===== src/rtl/riscv_mem_pkg.sv =====
// Shared definitions for the MEM-stage load/store unit: funct3 encodings,
// FSM state type, byte-enable patterns and access-decoding helpers.
package riscv_mem_pkg;

    localparam logic [2:0] F3_LB  = 3'b000;
    localparam logic [2:0] F3_LH  = 3'b001;
    localparam logic [2:0] F3_LW  = 3'b010;
    localparam logic [2:0] F3_LBU = 3'b100;
    localparam logic [2:0] F3_LHU = 3'b101;
    localparam logic [2:0] F3_SB  = 3'b000;
    localparam logic [2:0] F3_SH  = 3'b001;
    localparam logic [2:0] F3_SW  = 3'b010;

    localparam logic [3:0] BE_NONE    = 4'b0000;
    localparam logic [3:0] BE_BYTE0   = 4'b0001;
    localparam logic [3:0] BE_HALF_LO = 4'b0011;
    localparam logic [3:0] BE_HALF_HI = 4'b1100;
    localparam logic [3:0] BE_WORD    = 4'b1111;

    typedef enum logic [1:0] {
        ST_IDLE   = 2'b00,
        ST_ACCESS = 2'b01,
        ST_DONE   = 2'b10
    } mau_state_e;

    // True when funct3 is not legal for the access kind or the address
    // is not naturally aligned for the access size.
    function automatic logic access_fault(input logic is_write,
                                          input logic [2:0] f3,
                                          input logic [1:0] addr_lo);
        logic bad_f3;
        logic bad_align;
        bad_f3    = 1'b0;
        bad_align = 1'b0;
        case (f3)
            3'b000:  bad_f3 = 1'b0;
            3'b001:  bad_f3 = 1'b0;
            3'b010:  bad_f3 = 1'b0;
            3'b100:  bad_f3 = is_write;
            3'b101:  bad_f3 = is_write;
            default: bad_f3 = 1'b1;
        endcase
        case (f3[1:0])
            2'b01:   bad_align = addr_lo[0];
            2'b10:   bad_align = (addr_lo != 2'b00);
            default: bad_align = 1'b0;
        endcase
        return bad_f3 | bad_align;
    endfunction

    // Byte enables for the lanes touched by an access of this size.
    function automatic logic [3:0] lane_be(input logic [2:0] f3,
                                           input logic [1:0] addr_lo);
        logic [3:0] be;
        case (f3[1:0])
            2'b00:   be = BE_BYTE0 << addr_lo;
            2'b01:   be = addr_lo[1] ? BE_HALF_HI : BE_HALF_LO;
            2'b10:   be = BE_WORD;
            default: be = BE_NONE;
        endcase
        return be;
    endfunction

    // Store data replicated across all lanes so the enabled lane is correct.
    function automatic logic [31:0] store_wdata(input logic [2:0] f3,
                                                input logic [31:0] wd);
        logic [31:0] d;
        case (f3[1:0])
            2'b00:   d = {4{wd[7:0]}};
            2'b01:   d = {2{wd[15:0]}};
            2'b10:   d = wd;
            default: d = 32'h0000_0000;
        endcase
        return d;
    endfunction

endpackage


===== src/rtl/mem_access_unit_if.sv =====
// Request/ready data-bus bundle between the load/store unit and memory.
interface mem_bus_if;
    logic        bus_req;
    logic        bus_we;
    logic [31:0] bus_addr;
    logic [31:0] bus_wdata;
    logic [3:0]  bus_be;
    logic        bus_ready;
    logic [31:0] bus_rdata;

    modport master (
        output bus_req, bus_we, bus_addr, bus_wdata, bus_be,
        input  bus_ready, bus_rdata
    );

    modport slave (
        input  bus_req, bus_we, bus_addr, bus_wdata, bus_be,
        output bus_ready, bus_rdata
    );
endinterface


===== src/rtl/mem_access_unit_load_align.sv =====
// Extracts the addressed byte/half/word from a bus read word and
// sign- or zero-extends it according to the load funct3.
module load_align
    import riscv_mem_pkg::*;
(
    input  logic [31:0] rdata,
    input  logic [1:0]  addr_lo,
    input  logic [2:0]  funct3,
    output logic [31:0] data
);

    logic [7:0]  byte_s;
    logic [15:0] half_s;

    // Lane select followed by size/sign extension.
    always_comb begin
        byte_s = 8'h00;
        half_s = 16'h0000;
        data   = 32'h0000_0000;
        case (addr_lo)
            2'b00:   byte_s = rdata[7:0];
            2'b01:   byte_s = rdata[15:8];
            2'b10:   byte_s = rdata[23:16];
            2'b11:   byte_s = rdata[31:24];
            default: byte_s = 8'h00;
        endcase
        if (addr_lo[1]) begin
            half_s = rdata[31:16];
        end else begin
            half_s = rdata[15:0];
        end
        case (funct3)
            F3_LB:   data = {{24{byte_s[7]}}, byte_s};
            F3_LBU:  data = {24'h00_0000, byte_s};
            F3_LH:   data = {{16{half_s[15]}}, half_s};
            F3_LHU:  data = {16'h0000, half_s};
            F3_LW:   data = rdata;
            default: data = 32'h0000_0000;
        endcase
    end

endmodule


===== src/rtl/mem_access_unit.sv =====
// MEM-stage load/store unit: one bus transaction per EX/MEM instruction,
// stalling the pipeline until the bus answers or the wait budget expires.
module mem_access_unit
    import riscv_mem_pkg::*;
#(
    parameter int MAX_WAIT = 15
) (
    input  logic        clock,
    input  logic        reset,
    input  logic        mem_read,
    input  logic        mem_write,
    input  logic [31:0] address,
    input  logic [31:0] writedata,
    input  logic [2:0]  funct3,
    output logic        stall,
    output logic [31:0] readdata,
    output logic        misaligned,
    output logic        bus_error,
    mem_bus_if.master   bus
);

    localparam int WAIT_W = (MAX_WAIT > 1) ? $clog2(MAX_WAIT) : 1;
    localparam logic [WAIT_W-1:0] WAIT_LAST = WAIT_W'(MAX_WAIT - 1);

    mau_state_e        state_q, state_d;
    logic              bus_req_q, bus_req_d;
    logic              bus_we_q, bus_we_d;
    logic [31:0]       bus_addr_q, bus_addr_d;
    logic [31:0]       bus_wdata_q, bus_wdata_d;
    logic [3:0]        bus_be_q, bus_be_d;
    logic [2:0]        funct3_q, funct3_d;
    logic [1:0]        off_q, off_d;
    logic [WAIT_W-1:0] wait_q, wait_d;
    logic [31:0]       readdata_q, readdata_d;
    logic              err_q, err_d;

    logic              access_s;
    logic              fault_s;
    logic [31:0]       align_data_s;

    assign access_s = mem_read | mem_write;
    assign fault_s  = access_fault(mem_write, funct3, address[1:0]);

    load_align u_load_align (
        .rdata   (bus.bus_rdata),
        .addr_lo (off_q),
        .funct3  (funct3_q),
        .data    (align_data_s)
    );

    // Next-state, stall/fault decode and transaction bookkeeping.
    always_comb begin
        state_d     = state_q;
        bus_req_d   = bus_req_q;
        bus_we_d    = bus_we_q;
        bus_addr_d  = bus_addr_q;
        bus_wdata_d = bus_wdata_q;
        bus_be_d    = bus_be_q;
        funct3_d    = funct3_q;
        off_d       = off_q;
        wait_d      = wait_q;
        readdata_d  = readdata_q;
        err_d       = err_q;
        stall       = 1'b0;
        misaligned  = 1'b0;
        case (state_q)
            ST_IDLE: begin
                if (access_s && fault_s) begin
                    misaligned = 1'b1;
                end else if (access_s) begin
                    stall       = 1'b1;
                    bus_req_d   = 1'b1;
                    bus_we_d    = mem_write;
                    bus_addr_d  = {address[31:2], 2'b00};
                    bus_wdata_d = mem_write ? store_wdata(funct3, writedata) : 32'h0000_0000;
                    bus_be_d    = lane_be(funct3, address[1:0]);
                    funct3_d    = funct3;
                    off_d       = address[1:0];
                    wait_d      = '0;
                    state_d     = ST_ACCESS;
                end else begin
                    stall = 1'b0;
                end
            end
            ST_ACCESS: begin
                stall = 1'b1;
                if (bus.bus_ready) begin
                    readdata_d = bus_we_q ? 32'h0000_0000 : align_data_s;
                    bus_req_d  = 1'b0;
                    err_d      = 1'b0;
                    state_d    = ST_DONE;
                end else if (wait_q == WAIT_LAST) begin
                    readdata_d = 32'h0000_0000;
                    bus_req_d  = 1'b0;
                    err_d      = 1'b1;
                    state_d    = ST_DONE;
                end else begin
                    wait_d = wait_q + 1'b1;
                end
            end
            ST_DONE: begin
                // EX/MEM advances on this edge; readdata only lives in DONE.
                readdata_d = 32'h0000_0000;
                err_d      = 1'b0;
                state_d    = ST_IDLE;
            end
            default: begin
                bus_req_d = 1'b0;
                state_d   = ST_IDLE;
            end
        endcase
    end

    // State and bus-field registers with synchronous reset.
    always_ff @(posedge clock) begin
        if (reset) begin
            state_q     <= ST_IDLE;
            bus_req_q   <= 1'b0;
            bus_we_q    <= 1'b0;
            bus_addr_q  <= 32'h0000_0000;
            bus_wdata_q <= 32'h0000_0000;
            bus_be_q    <= 4'b0000;
            funct3_q    <= 3'b000;
            off_q       <= 2'b00;
            wait_q      <= '0;
            readdata_q  <= 32'h0000_0000;
            err_q       <= 1'b0;
        end else begin
            state_q     <= state_d;
            bus_req_q   <= bus_req_d;
            bus_we_q    <= bus_we_d;
            bus_addr_q  <= bus_addr_d;
            bus_wdata_q <= bus_wdata_d;
            bus_be_q    <= bus_be_d;
            funct3_q    <= funct3_d;
            off_q       <= off_d;
            wait_q      <= wait_d;
            readdata_q  <= readdata_d;
            err_q       <= err_d;
        end
    end

    assign readdata      = readdata_q;
    assign bus_error     = err_q;
    assign bus.bus_req   = bus_req_q;
    assign bus.bus_we    = bus_we_q;
    assign bus.bus_addr  = bus_addr_q;
    assign bus.bus_wdata = bus_wdata_q;
    assign bus.bus_be    = bus_be_q;

endmodule


===== src/flat_wrapper.sv =====
// flat-port wrapper written by rule: the top's interface ports become plain ports
module mem_access_unit_flat import riscv_mem_pkg::*;
#(
    parameter int MAX_WAIT = 15
)
  (clock, reset, mem_read, mem_write, address, writedata, funct3, stall, readdata, misaligned, bus_error, bus_bus_req, bus_bus_we, bus_bus_addr, bus_bus_wdata, bus_bus_be, bus_bus_ready, bus_bus_rdata);
  mem_bus_if bus_i ();
  input  logic clock;
  input  logic reset;
  input  logic mem_read;
  input  logic mem_write;
  input  logic [31:0] address;
  input  logic [31:0] writedata;
  input  logic [2:0] funct3;
  output logic stall;
  output logic [31:0] readdata;
  output logic misaligned;
  output logic bus_error;
  output wire logic [$bits(bus_i.bus_req)-1:0] bus_bus_req;
  output wire logic [$bits(bus_i.bus_we)-1:0] bus_bus_we;
  output wire logic [$bits(bus_i.bus_addr)-1:0] bus_bus_addr;
  output wire logic [$bits(bus_i.bus_wdata)-1:0] bus_bus_wdata;
  output wire logic [$bits(bus_i.bus_be)-1:0] bus_bus_be;
  input wire logic [$bits(bus_i.bus_ready)-1:0] bus_bus_ready;
  input wire logic [$bits(bus_i.bus_rdata)-1:0] bus_bus_rdata;
  assign bus_bus_req = bus_i.bus_req;
  assign bus_bus_we = bus_i.bus_we;
  assign bus_bus_addr = bus_i.bus_addr;
  assign bus_bus_wdata = bus_i.bus_wdata;
  assign bus_bus_be = bus_i.bus_be;
  assign bus_i.bus_ready = bus_bus_ready;
  assign bus_i.bus_rdata = bus_bus_rdata;
  mem_access_unit #(.MAX_WAIT(MAX_WAIT)) u_core (.clock(clock), .reset(reset), .mem_read(mem_read), .mem_write(mem_write), .address(address), .writedata(writedata), .funct3(funct3), .stall(stall), .readdata(readdata), .misaligned(misaligned), .bus_error(bus_error), .bus(bus_i));
endmodule

===== config.mk =====
export PLATFORM = sky130hd
export DESIGN_NAME = mem_access_unit_flat
export DESIGN_NICKNAME = d
export VERILOG_FILES = /design/src/rtl/riscv_mem_pkg.sv /design/src/rtl/mem_access_unit_if.sv /design/src/rtl/mem_access_unit_load_align.sv /design/src/rtl/mem_access_unit.sv /design/src/flat_wrapper.sv
export SDC_FILE = /design/constraint.sdc
export NUM_CORES = 1
export LEC_CHECK = 0
export ABC_AREA = 1
export ABC_CLOCK_PERIOD_IN_PS = 3600
export CAP_MARGIN = 30
export CORE_UTILIZATION = 45
export DETAILED_ROUTE_END_ITERATION = 8
export GPL_TIMING_DRIVEN = 0
export PLACE_DENSITY_LB_ADDON = 0.3
export REMOVE_ABC_BUFFERS = 1
export SYNTH_ARGS = -nofsm -noshare
export SYNTH_HDL_FRONTEND = slang
export SYNTH_HIERARCHICAL = 1
export SYNTH_SLANG_ARGS = --single-unit

===== constraint.sdc =====
create_clock -name clock -period 3.6 [get_ports clock]
set_input_delay 0.36 -clock clock [delete_from_list [all_inputs] [get_ports clock]]
set_output_delay 0.36 -clock clock [all_outputs]
set_load 0.01 [all_outputs]

==> run summary <==
Flop pwr share: 43.3%
I/O pin total: 209
Crit Path Max Fanout: 27
Synth-to-Final Area Change: 40.3%
Initial Util: 46.6%
Die Y: 117 um
First-pass GRT wire length: 26,300 um
Worst hold path type: input pin to flop
Sequential-to-total area share from yosys stat: 37.9%
Max-Cap Viols: 0
Die area: 13,600 um^2
Vias in the first global route: 5,577
Synth Area per Inst: 6.60 um^2
Worst setup SP type: input pin
Yosys top cell by area: dfxtp_1
Largest net degree at the start of global routing: 59
Clock Pin Slew Worst Setup and Hold Paths: 0.07 ns
Avg WL per Cell: 13.7 um
Top cell type's share of synthesized area: 37.9%
Gate count of the mapped netlist: 897
Placed insts: 1,224
Switching share of power: 29.2%
Comb pwr share: 24.5%
Gr usage total: 24.5%
Setup bufs post-CTS: 0
Synth top area cells: dfxtp_1 38%, nand2_1 22%, a21oi_1 6.3%
Critical path class: input pin to output pin
Final Total Pwr: 3.10 mW
Yosys reg bits: 112
DR pass1 iterations: 7
Initial antenna violation count: 0
Distinct cells, synth: 35
Clock latency on the worst-skew pair: 0.35 ns
R2r startpoint: u_core/off_q[1]
# H-tree levels: 3
CTS Buf Count: 9
CTS tree: done
Run status: finished, final reports clean
FMAX: 0.300 GHz
Crit-path max cell delay: 0.58 ns
Nature of the critical path endpoint: output pin
R2R setup slack: 1.20 ns
Setup crit end: stall
Gpl congestion: 0.835
Slew @ Worst Pin: 1.06 ns
Cell Area, Synth: 5920 um^2
Worst-path cell chain: clkdlybuf4s50_1 > inv_1 > ha_2 > inv_1 > nand2_1 > nand3_1 > nand4_4 > nand2_1 > clkdlybuf4s50_1
YS warnings: 6
Critical path data arrival time: 2.97 ns
Maximum vdd drop: 0.000222 V
Tcrit/Tclk final: 92.5%
LEAKAGE: 3.47 nW
Worst Path Required: 3.24 ns
Clock power frac: 32.1%
Rows: 41
CP startpoint: funct3[0]
Max_slew headroom: 29.6%
Worst flop-to-flop path endpoint: u_core/readdata[13]
Clk sinks: 112
Via count: 6,301
DRT Wirelength: 17,000 um
Dpl hpwl: 11,500 um
Min Tclk post-route: 3.33 ns
Clock tree buffer depth: 2
Chip Width: 117 um
Final setup fails: 0
Cell Pwr Density: 373 nW/um^2
Filler instances: 1,184
Nets@finish: 1,174
Slew Viols, Final: 0
ANT nets after route: 0
Port buffer count: 206
CP max stage cell: clkdlybuf4s50_1
Post-route DRC violation count: 0
GRT overflow: 0
Via density: 5.08
Final hold vios: 0
RSZ-0062 raised after global routing: false
Post-CTS Hold Fix Bufs: 0
Root Driver: clkbuf_16
Core Area: 12,700 um^2
Initial DRC Count: 446
Skew final: 0.00583 ns
Worst Reg-to-Reg Cells: 9
Ant diodes: 0
Share of post-route cells with drive strength above 1: 6.93%
Layout Cells excl Fill: 1,240
NetSw: 907 uW
Pint: 2.19 mW
[synth_stat cells]
library cell	n
o21ai_0	19
or2_2	2
buf_1	1
o31ai_1	3
xor2_1	1
o21ai_1	2
buf_8	1
nand2_1	346
clkinv_1	2
a21oi_1	75
nor2_4	3
inv_2	3
inv_1	78
nor2_2	2
nand4_4	1
buf_4	9
ha_1	6
nand2_4	1
a211oi_1	1
nand4_1	32
nand3_1	75
nor3_1	8
nor3_4	2
nor2_1	17
nand2_2	21
buf_6	6
dfxtp_1	112
nand3_2	1
inv_4	1
buf_2	15
o22ai_1	8
clkbuf_1	25
a21oi_2	16
xnor2_1	1
conb_1	1
[flip-flops by register name, indices dropped and copies added, names as in the netlist]
signal                cells
u_core/state_q            2
u_core/bus.bus_addr      30
u_core/readdata          32
u_core/wait_q             4
u_core/funct3_q           3
u_core/bus.bus_be         4
u_core/bus.bus_we         1
u_core/bus.bus_req        1
u_core/bus_error          1
u_core/bus.bus_wdata     32
u_core/off_q              2
[critical path: cells and delay by family]
| family | cells | cell delay, ns |
|---|---|---|
| and+or+nand+nor | 4 | 0.94 |
| adders and majority gates | 1 | 0.34 |
| buffers and inverters | 4 | 1.33 |
[cell families after synthesis]
family	after synthesis	synth area share, %
AND/OR/NAND/NOR	511	37.9
buffers and inverters	141	10.8
AO/OA/AOI/OAI	124	11.8
flip-flops	112	37.9
adder cells (fa/ha/maj)	6	1.27
XOR/XNOR	2	0.296
other	1	0.0633
[power by group through the flow]
stage | Clock [mW] | Sequential (mW) | Combinational [mW]
floorplan | 0 | 1.39 | 0.347
global placement | 0 | 1.37 | 0.724
detailed placement | 0 | 1.37 | 0.752
CTS | 1.02 | 1.34 | 0.755
global route | 1.07 | 1.35 | 0.840
finish | 0.997 | 1.34 | 0.761
[worst min path at each step]
stage / start / end / slack [ns] / cells past startpoint
floorplan: reset / u_core/bus.bus_addr[15] / 0.42 / 1
global placement: u_core/bus.bus_be[3] / u_core/bus.bus_be[3] / 0.43 / 2
detailed placement: u_core/bus.bus_be[2] / u_core/bus.bus_be[2] / 0.44 / 2
CTS: reset / u_core/bus.bus_addr[23] / 0.39 / 2
global route: reset / u_core/bus.bus_addr[23] / 0.41 / 2
finish: reset / u_core/bus.bus_addr[23] / 0.41 / 2
[metrics by stage]
stage	area [um^2]	utilization, %	hold slack, ns	setup WS [ns]	setup TNS [ns]
floorplan	5600	-	0.422	1.24	0
global placement	7880	61.9	0.432	-2.51	-71.94
detailed placement	8010	63.0	0.439	-0.259	-3.62
CTS	8300	65.2	0.394	0.00149	0
global route	8310	65.3	0.412	0.0803	0
finish	8310	65.3	0.405	0.269	0
[routing by layer]
layer	track usage, %	up-vias	part of all wire, %
li1	-	3193	-
met1	30.6	2864	43
met2	40.5	224	47
met3	6.28	20	7.9
met4	9.28	0	1.6
met5	0	-	0
[placed cells by master (no fill, tap or decap), types with 3 or more instances in the layout]
| master | n |
|---|---|
| a21oi_1 | 75 |
| a21oi_2 | 16 |
| buf_16 | 4 |
| clkbuf_16 | 9 |
| clkdlybuf4s50_1 | 205 |
| dfxtp_1 | 112 |
| ha_1 | 5 |
| inv_1 | 78 |
| inv_2 | 3 |
| nand2_1 | 346 |
| nand2_2 | 21 |
| nand3_1 | 75 |
| nand4_1 | 32 |
| nor2_1 | 17 |
| nor2_4 | 3 |
| nor3_1 | 8 |
| o21ai_0 | 19 |
| o22ai_1 | 8 |
| o31ai_1 | 3 |
[what timing repair did]
item,in CTS,in global routing
setup endpoints to repair,1,1
gates cloned,0,1
gates resized for setup,1,0
[layout make-up]
| type | count | area, um^2 | share of cell area, % |
|---|---|---|---|
| clock buffer | 12 | 246 | 2.97 |
| multi-input combinational | 646 | 3060 | 36.8 |
| clock inverter | 3 | 42.5 | 0.512 |
| tap | 172 | 215 | 2.59 |
| inverter | 84 | 318 | 3.82 |
| sequential | 112 | 2240 | 27.0 |
| timing repair buffer | 211 | 2190 | 26.3 |
Note: power is estimated with default switching activity, not from simulation.
